--- config.mk ---
export PLATFORM = sky130hd
export DESIGN_NAME = axi_rd_slave
export DESIGN_NICKNAME = d
export VERILOG_FILES = /design/src/rtl/axi_rd_slave_pkg.sv /design/src/rtl/axi_rd_beat_fifo.sv /design/src/rtl/axi_rd_slave_chk.sv /design/src/rtl/axi_rd_slave.sv
export SDC_FILE = /design/constraint.sdc
export NUM_CORES = 1
export LEC_CHECK = 0
export BUFFER_PORTS_ARGS = -buffer_cell sky130_fd_sc_hd__buf_2
export CAP_MARGIN = 15
export CELL_PAD_IN_SITES_DETAIL_PLACEMENT = 1
export CELL_PAD_IN_SITES_GLOBAL_PLACEMENT = 2
export CORE_MARGIN = 2
export CORE_UTILIZATION = 40
export DETAILED_ROUTE_END_ITERATION = 10
export GPL_TIMING_DRIVEN = 0
export PLACE_DENSITY = 0.87
export SLEW_MARGIN = 20
export SYNTH_ARGS = -nofsm -noshare
export SYNTH_HDL_FRONTEND = slang
export SYNTH_SLANG_ARGS = --single-unit
--- constraint.sdc ---
create_clock -name S_AXI_ACLK -period 3.2 [get_ports S_AXI_ACLK]
set_clock_uncertainty 0.1 [all_clocks]
set_input_delay 0 -clock S_AXI_ACLK [delete_from_list [all_inputs] [get_ports S_AXI_ACLK]]
set_output_delay 0 -clock S_AXI_ACLK [all_outputs]
set_load 0.005 [all_outputs]
--- src/rtl/axi_rd_slave_pkg.sv ---
// Shared constants, FSM encoding and request checking for the AXI4 read-channel responder.
package axi_rd_slave_pkg;

  localparam logic [1:0] RESP_OKAY   = 2'b00;
  localparam logic [1:0] RESP_EXOKAY = 2'b01;
  localparam logic [1:0] RESP_SLVERR = 2'b10;
  localparam logic [1:0] RESP_DECERR = 2'b11;

  localparam logic [1:0] BURST_FIXED = 2'b00;
  localparam logic [1:0] BURST_INCR  = 2'b01;
  localparam logic [1:0] BURST_WRAP  = 2'b10;

  typedef enum logic [1:0] {
    S_IDLE  = 2'd0,
    S_BURST = 2'd1,
    S_DRAIN = 2'd2
  } state_e;

  // Only full-width FIXED or INCR bursts are served from memory; anything else answers SLVERR.
  function automatic logic req_is_err(input logic [1:0] burst, input logic [2:0] size,
                                      input logic [2:0] beat_size);
    return !((burst == BURST_FIXED) || (burst == BURST_INCR)) || (size != beat_size);
  endfunction

endpackage

--- src/rtl/axi_rd_beat_fifo.sv ---
// First-word-fall-through beat FIFO; a push into a full FIFO is taken only when a pop frees the slot.
module axi_rd_beat_fifo #(
  parameter int W     = 35,
  parameter int DEPTH = 4,
  localparam int AW   = $clog2(DEPTH),
  localparam int CW   = AW + 1
) (
  input  logic          clk,
  input  logic          rst_n,
  input  logic          push,
  input  logic [W-1:0]  din,
  input  logic          pop,
  output logic [W-1:0]  dout,
  output logic [CW-1:0] count,
  output logic          empty,
  output logic          full
);

  localparam logic [CW-1:0] DEPTH_V = CW'(DEPTH);

  logic [W-1:0]  mem_q [DEPTH];
  logic [W-1:0]  mem_d [DEPTH];
  logic [AW-1:0] wptr_q, wptr_d, rptr_q, rptr_d;
  logic [CW-1:0] count_q, count_d;
  logic          do_push_s, do_pop_s;

  // Next-state for storage, pointers and occupancy.
  always_comb begin
    mem_d     = mem_q;
    do_pop_s  = pop && (count_q != '0);
    do_push_s = push && ((count_q != DEPTH_V) || do_pop_s);
    if (do_push_s) begin
      mem_d[wptr_q] = din;
      wptr_d        = wptr_q + AW'(1);
    end else begin
      wptr_d = wptr_q;
    end
    if (do_pop_s) begin
      rptr_d = rptr_q + AW'(1);
    end else begin
      rptr_d = rptr_q;
    end
    case ({do_push_s, do_pop_s})
      2'b10:   count_d = count_q + CW'(1);
      2'b01:   count_d = count_q - CW'(1);
      default: count_d = count_q;
    endcase
  end

  // FIFO state registers.
  always_ff @(posedge clk or negedge rst_n) begin
    if (!rst_n) begin
      for (int i = 0; i < DEPTH; i++) mem_q[i] <= '0;
      wptr_q  <= '0;
      rptr_q  <= '0;
      count_q <= '0;
    end else begin
      mem_q   <= mem_d;
      wptr_q  <= wptr_d;
      rptr_q  <= rptr_d;
      count_q <= count_d;
    end
  end

  assign dout  = mem_q[rptr_q];
  assign count = count_q;
  assign empty = (count_q == '0);
  assign full  = (count_q == DEPTH_V);

endmodule

--- src/rtl/axi_rd_slave_chk.sv ---
// Simulation checks on the beat FIFO credit scheme.
module axi_rd_slave_chk #(
  parameter int CW    = 3,
  parameter int DEPTH = 4
) (
  input logic          clk,
  input logic          rst_n,
  input logic          push,
  input logic          pop,
  input logic          full,
  input logic [CW-1:0] count,
  input logic [CW-1:0] inflight
);

  localparam logic [CW:0] DEPTH_V = (CW + 1)'(DEPTH);

  a_no_overflow: assert property (@(posedge clk) disable iff (!rst_n) !(push && full && !pop));
  a_credit:      assert property (@(posedge clk) disable iff (!rst_n)
                                  ({1'b0, count} + {1'b0, inflight}) <= DEPTH_V);

endmodule

--- src/rtl/axi_rd_slave.sv ---
// AXI4 read-channel responder: one AR at a time, beats fetched from a local memory read port
// and returned on R through a credit-limited beat FIFO.
module axi_rd_slave
  import axi_rd_slave_pkg::*;
#(
  parameter int C_S_AXI_ID_WIDTH   = 1,
  parameter int C_S_AXI_ADDR_WIDTH = 32,
  parameter int C_S_AXI_DATA_WIDTH = 32,
  parameter int ADDR_WIDTH         = 10,
  parameter logic [C_S_AXI_ADDR_WIDTH-1:0] MEM_BASE_ADDR = '0,
  parameter int FIFO_DEPTH         = 4
) (
  input  logic                          S_AXI_ACLK,
  input  logic                          S_AXI_ARESETN,
  input  logic [C_S_AXI_ID_WIDTH-1:0]   S_AXI_ARID,
  input  logic [C_S_AXI_ADDR_WIDTH-1:0] S_AXI_ARADDR,
  input  logic [7:0]                    S_AXI_ARLEN,
  input  logic [2:0]                    S_AXI_ARSIZE,
  input  logic [1:0]                    S_AXI_ARBURST,
  input  logic                          S_AXI_ARVALID,
  output logic                          S_AXI_ARREADY,
  output logic [C_S_AXI_ID_WIDTH-1:0]   S_AXI_RID,
  output logic [C_S_AXI_DATA_WIDTH-1:0] S_AXI_RDATA,
  output logic [1:0]                    S_AXI_RRESP,
  output logic                          S_AXI_RLAST,
  output logic                          S_AXI_RVALID,
  input  logic                          S_AXI_RREADY,
  output logic                          rd_en,
  output logic [ADDR_WIDTH-1:0]         rd_addr,
  input  logic                          rd_dat_vld,
  input  logic [C_S_AXI_DATA_WIDTH-1:0] rd_dat
);

  localparam int          DW         = C_S_AXI_DATA_WIDTH;
  localparam int          BEAT_SHIFT = $clog2(DW / 8);
  localparam logic [2:0]  BEAT_SIZE  = 3'(BEAT_SHIFT);
  localparam int          FW         = DW + 3;
  localparam int          CW         = $clog2(FIFO_DEPTH) + 1;
  localparam logic [CW:0] CREDIT_MAX = (CW + 1)'(FIFO_DEPTH);

  state_e                        state_q, state_d;
  logic                          arready_q, arready_d;
  logic [C_S_AXI_ID_WIDTH-1:0]   id_q, id_d;
  logic [7:0]                    len_q, len_d, issue_cnt_q, issue_cnt_d, push_cnt_q, push_cnt_d;
  logic [ADDR_WIDTH-1:0]         addr_q, addr_d;
  logic                          fixed_q, fixed_d, err_q, err_d;
  logic [CW-1:0]                 inflight_q, inflight_d;

  logic [C_S_AXI_ADDR_WIDTH-1:0] off_s;
  logic [ADDR_WIDTH-1:0]         word_s;
  logic                          credit_ok_s, issue_s, rd_en_s, mem_push_s, push_s, r_hs_s;
  logic [FW-1:0]                 fifo_din_s, fifo_dout_s;
  logic [CW-1:0]                 fifo_count_s;
  logic                          fifo_empty_s, fifo_full_s;

  assign off_s       = S_AXI_ARADDR - MEM_BASE_ADDR;
  assign word_s      = ADDR_WIDTH'(off_s >> BEAT_SHIFT);
  assign credit_ok_s = ({1'b0, fifo_count_s} + {1'b0, inflight_q}) < CREDIT_MAX;
  assign r_hs_s      = !fifo_empty_s && S_AXI_RREADY;

  // Request FSM: accept, issue one beat per credit, then wait for the RLAST handshake.
  always_comb begin
    state_d     = state_q;
    id_d        = id_q;
    len_d       = len_q;
    addr_d      = addr_q;
    fixed_d     = fixed_q;
    err_d       = err_q;
    issue_cnt_d = issue_cnt_q;
    issue_s     = 1'b0;
    case (state_q)
      S_IDLE: begin
        if (S_AXI_ARVALID && arready_q) begin
          id_d        = S_AXI_ARID;
          len_d       = S_AXI_ARLEN;
          addr_d      = word_s;
          fixed_d     = (S_AXI_ARBURST == BURST_FIXED);
          err_d       = req_is_err(S_AXI_ARBURST, S_AXI_ARSIZE, BEAT_SIZE);
          issue_cnt_d = 8'd0;
          state_d     = S_BURST;
        end else begin
          state_d = S_IDLE;
        end
      end
      S_BURST: begin
        if (credit_ok_s) begin
          issue_s     = 1'b1;
          issue_cnt_d = issue_cnt_q + 8'd1;
          addr_d      = fixed_q ? addr_q : addr_q + ADDR_WIDTH'(1);
          state_d     = (issue_cnt_q == len_q) ? S_DRAIN : S_BURST;
        end else begin
          state_d = S_BURST;
        end
      end
      S_DRAIN: begin
        if (r_hs_s && fifo_dout_s[FW-1]) begin
          state_d = S_IDLE;
        end else begin
          state_d = S_DRAIN;
        end
      end
      default: state_d = S_IDLE;
    endcase
    arready_d = (state_d == S_IDLE);
  end

  // Beat datapath: error beats bypass memory; stray data with nothing in flight is dropped.
  always_comb begin
    rd_en_s    = issue_s && !err_q;
    mem_push_s = rd_dat_vld && (inflight_q != '0);
    push_s     = mem_push_s || (issue_s && err_q);
    if (err_q) begin
      fifo_din_s = {(push_cnt_q == len_q), RESP_SLVERR, {DW{1'b0}}};
    end else begin
      fifo_din_s = {(push_cnt_q == len_q), RESP_OKAY, rd_dat};
    end
    if (state_q == S_IDLE) begin
      push_cnt_d = 8'd0;
    end else if (push_s) begin
      push_cnt_d = push_cnt_q + 8'd1;
    end else begin
      push_cnt_d = push_cnt_q;
    end
    case ({rd_en_s, mem_push_s})
      2'b10:   inflight_d = inflight_q + CW'(1);
      2'b01:   inflight_d = inflight_q - CW'(1);
      default: inflight_d = inflight_q;
    endcase
  end

  // Control and request registers.
  always_ff @(posedge S_AXI_ACLK or negedge S_AXI_ARESETN) begin
    if (!S_AXI_ARESETN) begin
      state_q     <= S_IDLE;
      arready_q   <= 1'b0;
      id_q        <= '0;
      len_q       <= 8'd0;
      addr_q      <= '0;
      fixed_q     <= 1'b0;
      err_q       <= 1'b0;
      issue_cnt_q <= 8'd0;
      push_cnt_q  <= 8'd0;
      inflight_q  <= '0;
    end else begin
      state_q     <= state_d;
      arready_q   <= arready_d;
      id_q        <= id_d;
      len_q       <= len_d;
      addr_q      <= addr_d;
      fixed_q     <= fixed_d;
      err_q       <= err_d;
      issue_cnt_q <= issue_cnt_d;
      push_cnt_q  <= push_cnt_d;
      inflight_q  <= inflight_d;
    end
  end

  axi_rd_beat_fifo #(.W(FW), .DEPTH(FIFO_DEPTH)) u_fifo (
    .clk   (S_AXI_ACLK),
    .rst_n (S_AXI_ARESETN),
    .push  (push_s),
    .din   (fifo_din_s),
    .pop   (r_hs_s),
    .dout  (fifo_dout_s),
    .count (fifo_count_s),
    .empty (fifo_empty_s),
    .full  (fifo_full_s)
  );

  axi_rd_slave_chk #(.CW(CW), .DEPTH(FIFO_DEPTH)) u_chk (
    .clk      (S_AXI_ACLK),
    .rst_n    (S_AXI_ARESETN),
    .push     (push_s),
    .pop      (r_hs_s),
    .full     (fifo_full_s),
    .count    (fifo_count_s),
    .inflight (inflight_q)
  );

  assign S_AXI_ARREADY = arready_q;
  assign S_AXI_RVALID  = !fifo_empty_s;
  assign S_AXI_RLAST   = fifo_dout_s[FW-1];
  assign S_AXI_RRESP   = fifo_dout_s[FW-2:FW-3];
  assign S_AXI_RDATA   = fifo_dout_s[DW-1:0];
  assign S_AXI_RID     = id_q;
  assign rd_en         = rd_en_s;
  assign rd_addr       = addr_q;

endmodule

* After elaboration in Yosys (flattened, before gate mapping)
Index checks and enable logic that the tools add are counted.
Word-level totals: word-level logic and storage cells 101, register bits after elaboration 190, input port bits 83
Cells by class: add/subtract/negate cells 10, bitwise logic cells 2, multiplexer cells 25, reduce and logical (&&, ||, !) cells 29, equal/unequal tests 14, magnitude comparators 4
Operators with widths (count):
- bitwise mux 140 bit | 1
- two-way mux 35 bit | 3
- binary-select mux 35 bit (select 2 bit) | 1
- demux 35 bit (select 2 bit) | 1
- two-way mux 34 bit | 1
- two-way mux 8 bit | 4
- two-way mux 10 bit | 3
- one-hot mux 10 bit (2 select lines) | 1
- adder 8 x 1 -> 8 bit, second input constant | 2
- equality test 8 bit | 2
- one-hot mux 8 bit (2 select lines) | 1
- one-hot mux 3 bit (2 select lines) | 2
- adder 10 x 1 -> 10 bit, second input constant | 1
- logical AND 1 bit | 9
- equality test 2 x 1 -> 1 bit, second input constant | 4
- nonzero test 2 bit | 4
- adder 3 x 1 -> 3 bit, second input constant | 2
- equality test 2 bit, second input constant | 3
- greater-or-equal comparator 3 bit, second input constant | 2
- zero test 2 bit | 3
- two-way mux 2 bit | 3
- inequality test 2 bit, second input constant | 3
- NOT 2 -> 3 bit | 2
- one-hot mux 2 bit (3 select lines) | 1
- 15 further kinds | 25

* Depth between registers and ports, before layout
Gate-level depths: netlist (run 1).
word-level depth 9, gate-level depth with buffers 11, gate-level depth less buffers 11

* By module
Synthesis (run 1) repeated with hierarchy kept, for this count alone.
Unflattened totals: cell total of the unflattened synthesis 674, area total of the unflattened synthesis 9140.0 µm²
By module, submodules not included:
- axi_rd_beat_fifo | cells an instance 376, area an instance 6487.5 µm², seq. area each 3678.5 µm², instances 1
- axi_rd_slave | cells an instance 298, area an instance 2652.5 µm², seq. area each 1076.0 µm², instances 1

* Worst setup path after synthesis (run 1)
No wires, ideal clock.
kind register to register, from register inflight_q[2], to register inflight_q[2], cell stages (with the launch flop) 11, library setup time 0.125 ns, arrival time 2.281 ns, period minus slack after synthesis 2.506 ns, required time 2.975 ns, buffers on the path 0, setup slack 0.694 ns, path through dfrtp_1 ha_1 nor3_2 nand3_1 or2_2 ha_1 inv_1 fa_1 xor2_1 nor2_1 xor2_1
Between the ends: word-level cells in the longest chain between the ends 7
Ends and longest elaborated chain:
- from (decl) | RTL line axi_rd_slave.sv:47 | logic [CW-1:0] inflight_q, inflight_d;
- from (signal assigned) | RTL line axi_rd_slave.sv:154 | inflight_q <= inflight_d;
- adder 3 x 3 -> 4 bit | RTL line axi_rd_slave.sv:58 | assign credit_ok_s = ({1'b0, fifo_count_s} + {1'b0, inflight_q}) < CREDIT_MAX;
- less-than comparator 4 x 3 -> 1 bit | RTL line axi_rd_slave.sv:58
- two-way mux 1 bit | RTL line axi_rd_slave.sv:86 | if (credit_ok_s) begin
- two-way mux 1 bit | RTL line axi_rd_slave.sv:71 | case (state_q)
- logical AND 1 bit | RTL line axi_rd_slave.sv:109 | rd_en_s = issue_s && !err_q;
- equality test 2 x 1 -> 1 bit / equality test 2 bit (equally long branches) | RTL line axi_rd_slave.sv:124 | case ({rd_en_s, mem_push_s})
- one-hot mux 3 bit (2 select lines) / nonzero test 2 bit (equally long branches)
Parallel ways exist; a longest one is shown, timed or not. A chain may end at the register's enable or synchronous reset.

* Worst setup path after layout (run 1)
from register state_q[0], to register inflight_q[2]
Between the ends: word-level cells in the longest chain between the ends 5
Ends and longest elaborated chain:
- from (decl) | RTL line axi_rd_slave.sv:41 | state_e state_q, state_d;
- from (signal assigned) | RTL line axi_rd_slave.sv:145 | state_q <= state_d;
- equality test 2 x 1 -> 1 bit * | RTL line axi_rd_slave.sv:71
- two-way mux 1 bit * | RTL line axi_rd_slave.sv:71
- logical AND 1 bit * | RTL line axi_rd_slave.sv:109
- equality test 2 x 1 -> 1 bit / equality test 2 bit (equally long branches) | RTL line axi_rd_slave.sv:124
- one-hot mux 3 bit (2 select lines) / nonzero test 2 bit (equally long branches)
Every way passes the cells marked *; elsewhere a longest branch is shown, timed or not.

==> results.txt, run 1 <==
* Status: finished, final reports clean
- For this run, the total global-route usage over all layers was measured as 0.199.
* Area growth from synthesis to layout: 21.5%
- The routed design has 23200 µm of wire.
- The total area inside the core boundary comes to 23300 µm².
- For met2 alone, demand over resource in global routing was 0.334.
- FFs w/ async S/R, synth: 1.00
- Synthesized instance count: 666
- In this run the remaining antenna-violating nets after routing total 0.
* Share of the synthesized area in compound gates (AO/OA/AOI/OAI): 0.0400
- Data on the critical path is required at its endpoint by 3.42 ns.
- Die footprint: 24700 µm²
- After detailed routing, the number of vias per cell comes to 5.15.
- After synthesis, the largest family of logic cells by area is multiplexers.
* Clock tree from TritonCTS: done
* Root buf cell: sky130_fd_sc_hd__clkbuf_16
- For this design the static power due to leakage is 0.00526 µW.
* Die Span X: 157 µm
- Ys Warns: 0
- Number of distinct standard cells referenced by the synthesized netlist: 48
- Summed over all nets, the half-perimeter wirelength after detailed placement is 15100 µm.
* Area of the multi-input gates: 4410 µm²
* Number of clock sinks seen by CTS: 186
- For the final routed database, the setup TNS stands at 0 ns.
- GRT overflow: 0
- At the end of the flow, the number of nets in the layout was 925.
* Count of final max-slew check failures: 0
- Power per cell area: 1050 nW/µm²
* Sequential-to-total area share from yosys stat: 0.496
- The number of setup buffers added after CTS is 0.
* Share of the synthesized netlist area taken by xor and xnor gates: 0.0271
- Startpoint class of the critical path: flop
- For this run, the share of the core covered by cells in the final layout is 0.490.
- The setup path with the least slack is of type reg -> reg.
* Global-route track usage on met1: 0.262
- Gp weighted congestion: 0.774
* Starting utilization of the core area: 0.403
* Number of iterations in the first detailed-routing pass: 4
- Clk slew on worst S/H paths: 0.08 ns
* Most common flop cell mapped by yosys: sky130_fd_sc_hd__dfrtp_1
- Count of H-tree levels built during CTS: 4
- After synthesis the netlist holds a flip-flop and latch count of 186.
- Across the whole layout, storage elements account for 4650 µm².
* Global-route wire length before repair: 37700 µm
* Clock insertion delay at the later pin of the skew report: 0.44 ns
- Synthesized netlist net count: 762
- Buffers from clock root to sink, at most: 2
- Ratio of final minimum period to clock period: 0.893
* Least-Margin Pin Slew: 0.764 ns
- Number of synthesized flops with an enable pin: 0
* Type of the worst min-delay path: in -> reg
- The floorplan has 56 rows.
- Most common cell after layout, fill and taps aside: sky130_fd_sc_hd__dfrtp_1
* DRC violation total after the first TritonRoute iteration: 255
- The final number of hold-violating endpoints is 0.
- The portion of synthesized area spent on multiplexers is 0.296.
- For met3 alone, demand over resource in global routing was 0.0479.
- Worst slew margin relative to its limit: 0.491
- Endpoint class of the critical path: flop
- In the layout the commonest cells are sky130_fd_sc_hd__dfrtp_1, sky130_fd_sc_hd__mux2_4, sky130_fd_sc_hd__buf_2.
* Final hold slack: 0.00691 ns
- Vias in the first global route: 6615
- The worst register-to-register path has a setup slack of 0.34 ns.
- Total DRC errors in the routed layout: 0
- The number of antenna violations at the first check in global routing came to 1.
- Mapped Area: 9380 µm²
- For this run, the top clock speed supported by timing is 350 MHz.
- Dividing the detail-routed wire length by the instance count gives 19.9 µm.
- Dividing the synthesized area by the synthesized cell count gives 14.1 µm².
- Data arrives at the worst endpoint at 3.08 ns.
* Maximum number of pins on one net before global-route repair: 72
* Final critical delay including setup and external delays: 2.86 ns
- Count of filler cells inserted in the layout: 2382
- 132 I/O pins were placed.
- Number of buffer cells added on primary ports: 108
- Buffers inserted during clock tree synthesis total 17.
- The tool flagged a number of max-cap violations equal to 0.
- Adder-Cell Fraction of Synth Area: 0.0189
* Fraction of final layout cells with drive strength greater than 1: 0.386
* Die Span Y: 157 µm
- IR analysis of the VDD net gives a maximum drop of 0.381 mV.
- Unrepaired setup endpoints after global routing: false
- Routed vias: 5989
- The layer flagged by global routing as most heavily used is met2.
- Simple-Gate Fraction of Synth Area: 0.0869
- Max FO, Critical Path: 10
* Setup violations, final: 0
## metal layers
metal	vias to the layer above	share of wire
met5	-	0
li1	2724	-
met2	141	0.49
met3	21	0.048
met4	0	0.011
met1	3103	0.45
## through the flow
| step | std cells | worst slack, ns | instance area [µm²] | power [µW] |
|---|---|---|---|---|
| 3_3_place_gp | 1093 | -1.13 | 10300 | 9390 |
| 3_5_place_dp | 1095 | 0.179 | 10400 | 9630 |
| 5_1_grt | 1161 | 0.101 | 11400 | 12700 |
| 2_1_floorplan | 666 | 0.694 | 9380 | 7940 |
| 4_1_cts | 1160 | 0.161 | 11400 | 12000 |
| 6_report | 1162 | 0.342 | 11400 | 11900 |
## state kept, by name (all words and copies together) (netlist names)
register	cells
len_q	8
u_fifo.wptr_q	2
push_cnt_q	8
fixed_q	1
u_fifo.mem_q	136
inflight_q	3
u_fifo.rptr_q	2
u_fifo.count	3
rd_addr	10
state_q	2
issue_cnt_q	8
S_AXI_ARREADY	1
S_AXI_RID	1
err_q	1
## where the power goes
group | internal [µW] | switching [µW] | total [µW]
clock network | 1150 | 1100 | 2260
logic | 3070 | 2460 | 5530
registers | 3390 | 762 | 4150
total | 7610 | 4330 | 11900
## Yosys cell counts (2+ instances only)
| library cell | n | share of area |
|---|---|---|
| sky130_fd_sc_hd__inv_1 | 12 | 0.0048 |
| sky130_fd_sc_hd__mux2_1 | 16 | 0.019 |
| sky130_fd_sc_hd__and3_1 | 11 | 0.0073 |
| sky130_fd_sc_hd__and2_1 | 4 | 0.0027 |
| sky130_fd_sc_hd__mux2i_1 | 3 | 0.0032 |
| sky130_fd_sc_hd__a31oi_1 | 7 | 0.0047 |
| sky130_fd_sc_hd__xnor2_1 | 21 | 0.020 |
| sky130_fd_sc_hd__nor2_1 | 16 | 0.0064 |
| sky130_fd_sc_hd__o21ai_0 | 17 | 0.0091 |
| sky130_fd_sc_hd__and4_1 | 2 | 0.0019 |
| sky130_fd_sc_hd__mux2_4 | 120 | 0.19 |
| sky130_fd_sc_hd__a41oi_1 | 2 | 0.0019 |
| sky130_fd_sc_hd__nor2b_1 | 33 | 0.022 |
| sky130_fd_sc_hd__buf_2 | 5 | 0.0027 |
| sky130_fd_sc_hd__o31a_1 | 2 | 0.0019 |
| sky130_fd_sc_hd__nand2_1 | 41 | 0.016 |
| sky130_fd_sc_hd__ha_1 | 11 | 0.015 |
| sky130_fd_sc_hd__o22a_1 | 5 | 0.0047 |
| sky130_fd_sc_hd__nor3_1 | 2 | 0.0011 |
| sky130_fd_sc_hd__nand3_1 | 13 | 0.0069 |
| sky130_fd_sc_hd__or3_1 | 11 | 0.0073 |
| sky130_fd_sc_hd__fa_1 | 2 | 0.0043 |
| sky130_fd_sc_hd__mux4_2 | 34 | 0.082 |
| sky130_fd_sc_hd__nand4_1 | 9 | 0.0060 |
| sky130_fd_sc_hd__o31ai_1 | 2 | 0.0016 |
| sky130_fd_sc_hd__xor2_1 | 8 | 0.0075 |
| sky130_fd_sc_hd__a21oi_1 | 18 | 0.0096 |
| sky130_fd_sc_hd__buf_6 | 16 | 0.019 |
| sky130_fd_sc_hd__a2bb2oi_1 | 3 | 0.0028 |
| sky130_fd_sc_hd__clkbuf_1 | 17 | 0.0068 |
| sky130_fd_sc_hd__dfrtp_1 | 186 | 0.50 |
## cells by family (layout without fill, tap and decap cells)
| group | Yosys count | after routing |
|---|---|---|
| flops | 186 | 186 |
| mux | 173 | 173 |
| simple gates | 152 | 152 |
| compound gates | 60 | 60 |
| buf+inv | 52 | 228 |
| xor+xnor | 29 | 29 |
| fa+ha+maj | 13 | 13 |
| other cells | 1 | 2 |
## path summary, 6_finish.rpt
kind                       depth (start not counted)                          from                            end
max in group asynchronous                          4                 S_AXI_ARESETN        S_AXI_ARREADY$_DFF_PN0_
hold reg to reg                                    1  u_fifo.mem_q[34]$_DFFE_PN0P_   u_fifo.mem_q[34]$_DFFE_PN0P_
min in group asynchronous                          3                 S_AXI_ARESETN   u_fifo.mem_q[99]$_DFFE_PN0P_
setup / recovery                                  10          state_q[0]$_DFF_PN0_      inflight_q[2]$_DFFE_PN0P_
setup reg to reg                                  10          state_q[0]$_DFF_PN0_      inflight_q[2]$_DFFE_PN0P_
hold / removal                                     3                     rd_dat[2]  u_fifo.mem_q[107]$_DFFE_PN0P_
## critical path, cell delays in order (launching register included)
cell                      delay [ns]
sky130_fd_sc_hd__dfrtp_1        0.40
sky130_fd_sc_hd__nor2b_1        0.44
sky130_fd_sc_hd__buf_2          0.33
sky130_fd_sc_hd__nand3_1        0.26
sky130_fd_sc_hd__or2_2          0.38
sky130_fd_sc_hd__ha_1           0.23
sky130_fd_sc_hd__inv_1          0.07
sky130_fd_sc_hd__fa_1           0.17
sky130_fd_sc_hd__xor2_1         0.14
sky130_fd_sc_hd__nor2_1         0.06
sky130_fd_sc_hd__xor2_1         0.14
## what timing repair did
item	4_1_cts	5_1_grt
setup endpoints to repair	0	2
hold endpoints to repair	226	3
hold buffers	33	1
gates resized for setup	0	1
## final cells by class
class,instances,share of cell area
plain buffers,40,0.0246
diodes,1,0.000220
flip-flops and latches,186,0.408
clock inverters,15,0.0191
inverters,12,0.00395
repair buffers,144,0.0845
clock buffers,17,0.0373
multi-input cells,428,0.387
well taps,319,0.0350
No activity file was read; power rests on OpenSTA's default activity.
==> inputs of run 2 (changes only) <==
--- a/config.mk
+++ b/config.mk
@@ -12,6 +12,5 @@
 export CORE_MARGIN = 2
-export CORE_UTILIZATION = 40
+export CORE_UTILIZATION = 37
 export DETAILED_ROUTE_END_ITERATION = 10
-export GPL_TIMING_DRIVEN = 0
-export PLACE_DENSITY = 0.87
+export PLACE_DENSITY = 0.85
 export SLEW_MARGIN = 20
==> constraint.sdc (replaced) <==
create_clock -name S_AXI_ACLK -period 2.48 [get_ports S_AXI_ACLK]
set_clock_uncertainty 0.1 [all_clocks]
set_input_delay 0.124 -clock S_AXI_ACLK [delete_from_list [all_inputs] [get_ports S_AXI_ACLK]]
set_output_delay 0.124 -clock S_AXI_ACLK [all_outputs]
set_load 0.005 [all_outputs]
==> run 2 against run 1 <==
Compared with the run above:
- first-iteration DRC count grew 3.1%
- worst hold slack gained 0.014 ns
- maximum frequency grew 21%
- count of clock-buffer cells in the layout grew 1
- setup slack lost 0.23 ns
- cell count shrank 0.77%
- highest routed layer unchanged
- power grew 29%
- design area shrank 0.63%
- combinational power grew 30%
- register-to-register slack lost 0.23 ns
- critical path type unchanged
==> results.txt, run 2 (same netlist as run 1, synthesis figures left out) <==
- Endpoint class of the critical path: flop
- Area growth from synthesis to layout: 20.7%
- Die footprint: 26700 µm² (+7.9%)
- Placed wire-length estimate after detailed placement: 14100 µm (-6.8%)
- The total core area was 25000 µm² (+7.6%).
* Largest vdd supply drop: 0.597 mV (+57%)
- The chip width is 163 µm (+3.9%).
- Die Span Y: 163 µm (+3.9%)
- The aggregate global routing overflow is 0 (unchanged).
- The count of non-filler cells in the finished layout was 1153 (-0.77%).
* Required time of the critical path: 2.75 ns (-0.67 ns)
- Buffers from clock root to sink, at most: 2 (unchanged)
- Startpoint class of the critical path: flop
* Total global-route track usage: 0.176 (-0.0229)
* Number of clock sinks seen by CTS: 186 (unchanged)
- The flow ran to the end, and the final reports show no timing, DRC or antenna violations.
* Post-route antenna net violation count: 0 (unchanged)
- Antenna violations before repair: 0 (-1)
* Ratio of final minimum period to clock period: 0.954 (+0.0607)
* Maximum number of pins on one net before global-route repair: 51 (-29%)
- Power per cell area: 1360 nW/µm² (+30%)
- The number of levels in the clock H-tree is 4 (unchanged).
- Final critical delay including setup and external delays: 2.37 ns (-0.493 ns)
- The clock-pin slew reported for the worst setup and hold paths after clock tree synthesis is 0.08 ns (about the same).
- TritonCTS built the clock tree.
* Leakage: 0.00521 µW (-0.88%)
* Starting utilization of the core area: 0.375 (-0.0286)
* R2r worst-path depth: 11 (+1)
* DP Cell Count: 1096 (+0.091%)
- Clock insertion delay at the later pin of the skew report: 0.44 ns (about the same)
- The worst-margin pin slew is 0.631 ns (-0.133 ns).
* Total length of routed wires: 21900 µm (-5.6%)
* Gp weighted congestion: 0.759 (-2.0%)
* Highest-count cells in the layout ignoring fill and taps: sky130_fd_sc_hd__dfrtp_1, sky130_fd_sc_hd__mux2_4, sky130_fd_sc_hd__buf_2
- The final number of hold-violating endpoints came to 0 (unchanged).
- The first-iteration detailed-routing DRC count came to 263 (+3.1%).
- Count of final max-slew check failures: 0 (unchanged)
- Root buf cell: sky130_fd_sc_hd__clkbuf_16
* Routed vias: 5830 (-2.7%)
- Max FFs per register: 136 (unchanged)
* Worst Path Class, Setup: reg -> reg
- Global-route wire length before repair: 36300 µm (-3.8%)
- Post-DR vias/cell: 5.06 (-1.9%)
* Nets@finish: 906 (-2.1%)
- The standard cell area after detailed placement is 10400 µm² (+0.54%).
- The register with the most flip-flops in the final layout is u_fifo.mem_q.
- Vias in the first global route: 6638 (+0.35%)
- Max FO, Critical Path: 3 (-7)
- The maximum clock frequency came to 423 MHz (+21%).
- The critical path data arrival time is 2.63 ns (-0.45 ns).
- The wire length per cell after detailed routing was 19.0 µm (-4.9%).
- The fraction of layout cells with a size suffix above 1 came to 0.422 (+0.0356).
- The worst relative slew slack is 0.579 (+0.0885).
- The tightest min-delay check is of the in -> reg type.
* Finished Core Util: 0.452 (-0.0376)
* Antenna diode count: 0 (-1)
- The area of all placed cells without fillers was 11300 µm² (-0.63%).
- The count of buffers from port buffering is 108 (unchanged).
- The count of unresolved DRC violations after routing was 0 (unchanged).
- Count of filler cells inserted in the layout: 2597 (+9.0%)
* Final hold slack: 0.0207 ns (+0.0138 ns)
- Max-capacitance violation count: 0 (unchanged)
- Setup violations, final: 0 (unchanged)
* TritonCTS Buffers: 17 (unchanged)
* Number of iterations in the first detailed-routing pass: 4 (unchanged)
- Cell count of the worst hold path: 4 (+1)
* Number of top-level pins: 132 (unchanged)
* Most common cell after layout, fill and taps aside: sky130_fd_sc_hd__dfrtp_1
- Number of cell rows: 58 (+3.6%)
run 2: area by class of cell:
cell class              count  area [µm²]  area share
clock inverters            14         174      0.0154
inverters                  12        45.0     0.00398
flip-flops and latches    186        4660       0.411
clock buffers              18         429      0.0379
repair buffers            165        1160       0.102
well taps                 330         413      0.0365
multi-input cells         428        4450       0.393
run 2: path summary, 6_finish.rpt:
check	startpoint	end	slack (ns)
min in group asynchronous	S_AXI_ARESETN	issue_cnt_q[7]$_DFFE_PN0P_	0.07
worst max-delay path	u_fifo.count[2]$_DFFE_PN0P_	u_fifo.count[2]$_DFFE_PN0P_	0.11
worst min-delay path	S_AXI_ARADDR[4]	rd_addr[2]$_DFFE_PN0P_	0.02
worst min register to register	S_AXI_RID$_DFFE_PN0P_	S_AXI_RID$_DFFE_PN0P_	0.38
max in group asynchronous	S_AXI_ARESETN	u_fifo.rptr_q[0]$_DFFE_PN0P_	1.49
worst max register to register	u_fifo.count[2]$_DFFE_PN0P_	u_fifo.count[2]$_DFFE_PN0P_	0.11
run 2: per-layer routing:
layer,global-route usage,share of wire,wire length [µm]
met1,0.227,0.45,9930
met2,0.305,0.51,11200
met3,0.0287,0.024,536
met4,0.0499,0.012,252
met5,0,0,0
run 2: report_power, final:
part / internal, µW / leakage [µW] / total (µW) / switching (µW)
Sequential: 4380 / 0.00233 / 5380 / 1000
Clock: 1450 / 0.000288 / 2780 / 1330
Combinational: 4150 / 0.00259 / 7200 / 3050
run 2: metrics by stage:
step	power, µW	setup WS [ns]	TNS, ns
final	15400	0.114	0
after detailed placement	12500	0.0260	0
after CTS	15500	0.0133	0
after global placement	12300	0.0669	0
after floorplan	10300	0.00697	0
after global routing	16400	-0.0117	-0.0117
run 2: critical path: stages (launching register included):
cell and delay, ns:
sky130_fd_sc_hd__dfrtp_1 0.43, sky130_fd_sc_hd__ha_4 0.29, sky130_fd_sc_hd__nor3_4 0.04, sky130_fd_sc_hd__a41o_2 0.27
sky130_fd_sc_hd__and2_4 0.14, sky130_fd_sc_hd__inv_2 0.04, sky130_fd_sc_hd__ha_2 0.18, sky130_fd_sc_hd__inv_2 0.04
sky130_fd_sc_hd__fa_2 0.33, sky130_fd_sc_hd__xor2_1 0.14, sky130_fd_sc_hd__nor2_1 0.14, sky130_fd_sc_hd__xor2_1 0.16
run 2: what timing repair did:
| item | in CTS | in global routing |
|---|---|---|
| buffers inserted | 0 | 2 |
| hold buffers | 23 | 0 |
| resized for setup | 1 | 7 |
| pin swaps | 0 | 6 |
| endpoints found under the hold margin | 206 | 0 |
| setup endpoints to repair | 1 | 2 |
==> inputs of run 3 (changes only) <==
==> constraint.sdc (replaced) <==
create_clock -name S_AXI_ACLK -period 2.48 [get_ports S_AXI_ACLK]
set_clock_uncertainty 0.1 [all_clocks]
set_input_delay 0.496 -clock S_AXI_ACLK [delete_from_list [all_inputs] [get_ports S_AXI_ACLK]]
set_output_delay 0.496 -clock S_AXI_ACLK [all_outputs]
set_load 0.005 [all_outputs]
==> run 3 against run 2 <==
Compared with the run above:
- critical path depth unchanged
- combinational power up 4.9%
- global-route usage is 0.64 points lower
==> results.txt, run 3 (same netlist as run 1, synthesis figures left out) <==
- DRC violation total after the first TritonRoute iteration: 278 (+5.7%)
* Setup slack of the critical path after layout: 0.0419 ns (-0.0726 ns)
* Buf/Inv on CP: 6 (+4)
- The maximum number of pins on one net before global-route repair is 61 (+20%).
- The internal power was 10100 µW (+1.1%).
- Most common cell after layout, fill and taps aside: sky130_fd_sc_hd__dfrtp_1
* Number of buffer cells added on primary ports: 108 (unchanged)
- Worst Setup SP: u_fifo.count[2]$_DFFE_PN0P_
* Routed vias: 5868 (+0.65%)
* Final cell count without fillers: 1144 (-0.78%)
- The fraction of layout cells with a size suffix above 1 was 0.443 (+0.0219).
- Final hold slack: 0.134 ns (+0.114 ns)
- Total global-route track usage: 0.169 (-0.00644)
- The kind of cell with the highest combined delay along the critical path is buffers and inverters.
- Total length of routed wires: 21800 µm (-0.47%)
- Power share of the clock group: 0.165 (-0.016)
- The number of flip-flops under the largest register name is 136 (unchanged).
- Counting stages on the worst path, the most repeated cell is sky130_fd_sc_hd__buf_4.
- Type of the worst min-delay path: in -> reg
- Clock tree synthesis selected as its root buffer the cell sky130_fd_sc_hd__clkbuf_16.
- The final-layout setup total negative slack is 0 ns (unchanged).
* Post-route antenna net violation count: 0 (unchanged)
* Clock tree from TritonCTS: done
* Levels on crit path: 11 (unchanged)
* Count of final max-slew check failures: 0 (unchanged)
* Core region area: 25000 µm² (unchanged)
* Least-Margin Pin Slew: 0.615 ns (-0.0160 ns)
- Highest metal layer with signal wires: met4
* Slowest stage delay, CP: 0.42 ns (about the same)
- The endpoint identified for the worst register-to-register timing path is issue_cnt_q[6]$_DFFE_PN0P_.
- Die Span X: 163 µm (unchanged)
- Required time of the critical path: 2.73 ns (-0.02 ns)
- The chip height came to 163 µm (unchanged).
- The number of core rows came to 58 (unchanged).
- R2r worst-path depth: 11 (unchanged)
- The flow ran to the end, and the final reports show no timing, DRC or antenna violations.
- Number of iterations in the first detailed-routing pass: 4 (unchanged)
* Fin. Hold Viols: 0 (unchanged)
- The setup slack at placement is -0.0550 ns (-0.0811 ns).
- u_fifo.mem_q holds more flip-flops than any other register.
* Cell-by-cell trace of the critical path: ha_4, nor3_4, nand3_2, buf_4, buf_4, buf_4, buf_4, buf_4, buf_4, or3_4, a21oi_1
* Die footprint: 26700 µm² (unchanged)
- The critical path in this run is classified as reg -> reg.
- The total CTS buffers is 17 (unchanged).
- Antenna diode count: 0 (unchanged)
* Proportion of power drawn by combinational gates: 0.487 (+0.018)
- GRT overflow: 0 (unchanged)
- Max-capacitance violation count: 0 (unchanged)
- Flop pwr share: 0.347 (-0.003)
- The number of antenna violations at the first check in global routing was 0 (unchanged).
* Vias in the first global route: 6471 (-2.5%)
- In this run the worst setup path terminates at issue_cnt_q[6]$_DFFE_PN0P_.
- The critical path data arrival time is 2.68 ns (+0.05 ns).
* Leakage: 0.00517 µW (-0.72%)
* Wire length per cell after detailed routing: 19.0 µm (+0.31%)
- DP Cell Count: 1098 (+0.18%)
- Global-route wire length before repair: 35300 µm (-2.5%)
- Setup repair after global routing could not meet its margin everywhere.
- Setup violations, final: 0 (unchanged)
* Largest vdd supply drop: 0.449 mV (-25%)
* Number of top-level pins: 132 (unchanged)
* Placed wire-length estimate after detailed placement: 14200 µm (+0.64%)
- Net Switching: 5390 µW (+0.18%)
- Ratio of final minimum period to clock period: 0.983 (+0.0293)
- Clk slew on worst S/H paths: 0.08 ns (about the same)
* Starting utilization of the core area: 0.375 (unchanged)
- Routed wl met3: 704 µm (+31%)
- Highest-count cells in the layout ignoring fill and taps: sky130_fd_sc_hd__dfrtp_1, sky130_fd_sc_hd__mux2_4, sky130_fd_sc_hd__buf_2
- Clock insertion delay at the later pin of the skew report: 0.43 ns (about the same)
- The area growth from synthesis to layout is 19.6%.
- The worst relative slew slack is 0.590 (+0.0107).
- The setup slack of the most critical reg-to-reg path came to 0.04 ns (-0.07 ns).
* Switching share of power: 0.348 (-0.00207)
- Gp weighted congestion: 0.736 (-3.0%)
- The met2 routed wirelength came to 10800 µm (-3.2%).
- Post-DR vias/cell: 5.13 (+1.4%)
* Nets@finish: 898 (-0.88%)
- Instance area at placement: 10500 µm² (+0.38%)
- Endpoint class of the critical path: flop
* Number of clock sinks seen by CTS: 186 (unchanged)
* Startpoint class of the critical path: flop
- Achievable frequency: 410 MHz (-3.0%)
* Final critical delay including setup and external delays: 2.44 ns (+0.0726 ns)
- Routed metal-1 wire length: 10100 µm (+1.6%)
* Worst reg2reg path startpoint: u_fifo.count[2]$_DFFE_PN0P_
- Max FO, Critical Path: 6 (+3)
- The maximum buffer depth of the clock tree is 2 (unchanged).
* Design Area, Final: 11200 µm² (-0.91%)
- Total DRC errors in the routed layout: 0 (unchanged)
* Power per cell area: 1380 nW/µm² (+1.7%)
* Count of H-tree levels built during CTS: 4 (unchanged)
- The slowest stage of the critical path belongs to the cell sky130_fd_sc_hd__dfrtp_1.
## run 3: cell types whose count changed in the layout (fill, tap and decap cells not counted), sizes merged
cell	previous run	this run
buf	141	154
bufinv	1	0
clkbuf	19	23
clkinvlp	2	1
dlygate4sd3	23	1
inv	20	18
## run 3: timing repair
action                                  4_1_cts  5_1_grt
buffers inserted                             11        2
gates cloned                                  0        1
endpoints found under the hold margin        57        0
resized for setup                            11        7
endpoints found under the setup margin       31       44
hold buffers                                  1        0
pin swaps                                    10       10
## run 3: power by group through the flow
| stage | logic [µW] | clock network [µW] | registers (µW) |
|---|---|---|---|
| finish | 7550 | 2560 | 5380 |
| global route | 8180 | 2750 | 5560 |
| CTS | 7520 | 2620 | 5350 |
| detailed placement | 7210 | 0 | 5400 |
| global placement | 7000 | 0 | 5330 |
| floorplan | 5240 | 0 | 5040 |
## run 3: final cells by class
class | count | area, µm²
clock buffers | 21 | 450
clock inverters | 10 | 82.6
fillers | 2605 | 13800
inverters | 12 | 45.0
multi-input cells | 428 | 4480
flip-flops and latches | 186 | 4660
well taps | 330 | 413
repair buffers | 157 | 1090
## run 3: per-layer routing
layer	track usage	vias to the layer above
met5	0	-
met4	0.0402	0
met3	0.0322	11
met2	0.284	99
met1	0.227	3104
li1	-	2654
## run 3: through the flow
step,power [µW],utilization
6_report,15500,0.448
5_1_grt,16500,0.448
4_1_cts,15500,0.446
3_5_place_dp,12600,0.419
3_3_place_gp,12300,0.419
2_1_floorplan,10300,-
## run 3: worst min path at each step
stage / slack, ns / depth (start not counted) / endpoint / start
6_report: 0.13 / 2 / fixed_q$_DFFE_PN0P_ / S_AXI_ARBURST[0]
3_3_place_gp: 0.36 / 2 / S_AXI_RID$_DFFE_PN0P_ / S_AXI_RID$_DFFE_PN0P_
4_1_cts: 0.12 / 2 / fixed_q$_DFFE_PN0P_ / S_AXI_ARBURST[0]
3_5_place_dp: 0.37 / 2 / S_AXI_RID$_DFFE_PN0P_ / S_AXI_RID$_DFFE_PN0P_
5_1_grt: 0.14 / 2 / fixed_q$_DFFE_PN0P_ / S_AXI_ARBURST[0]
2_1_floorplan: 0.10 / 0 / S_AXI_ARREADY$_DFF_PN0_ / S_AXI_ARESETN
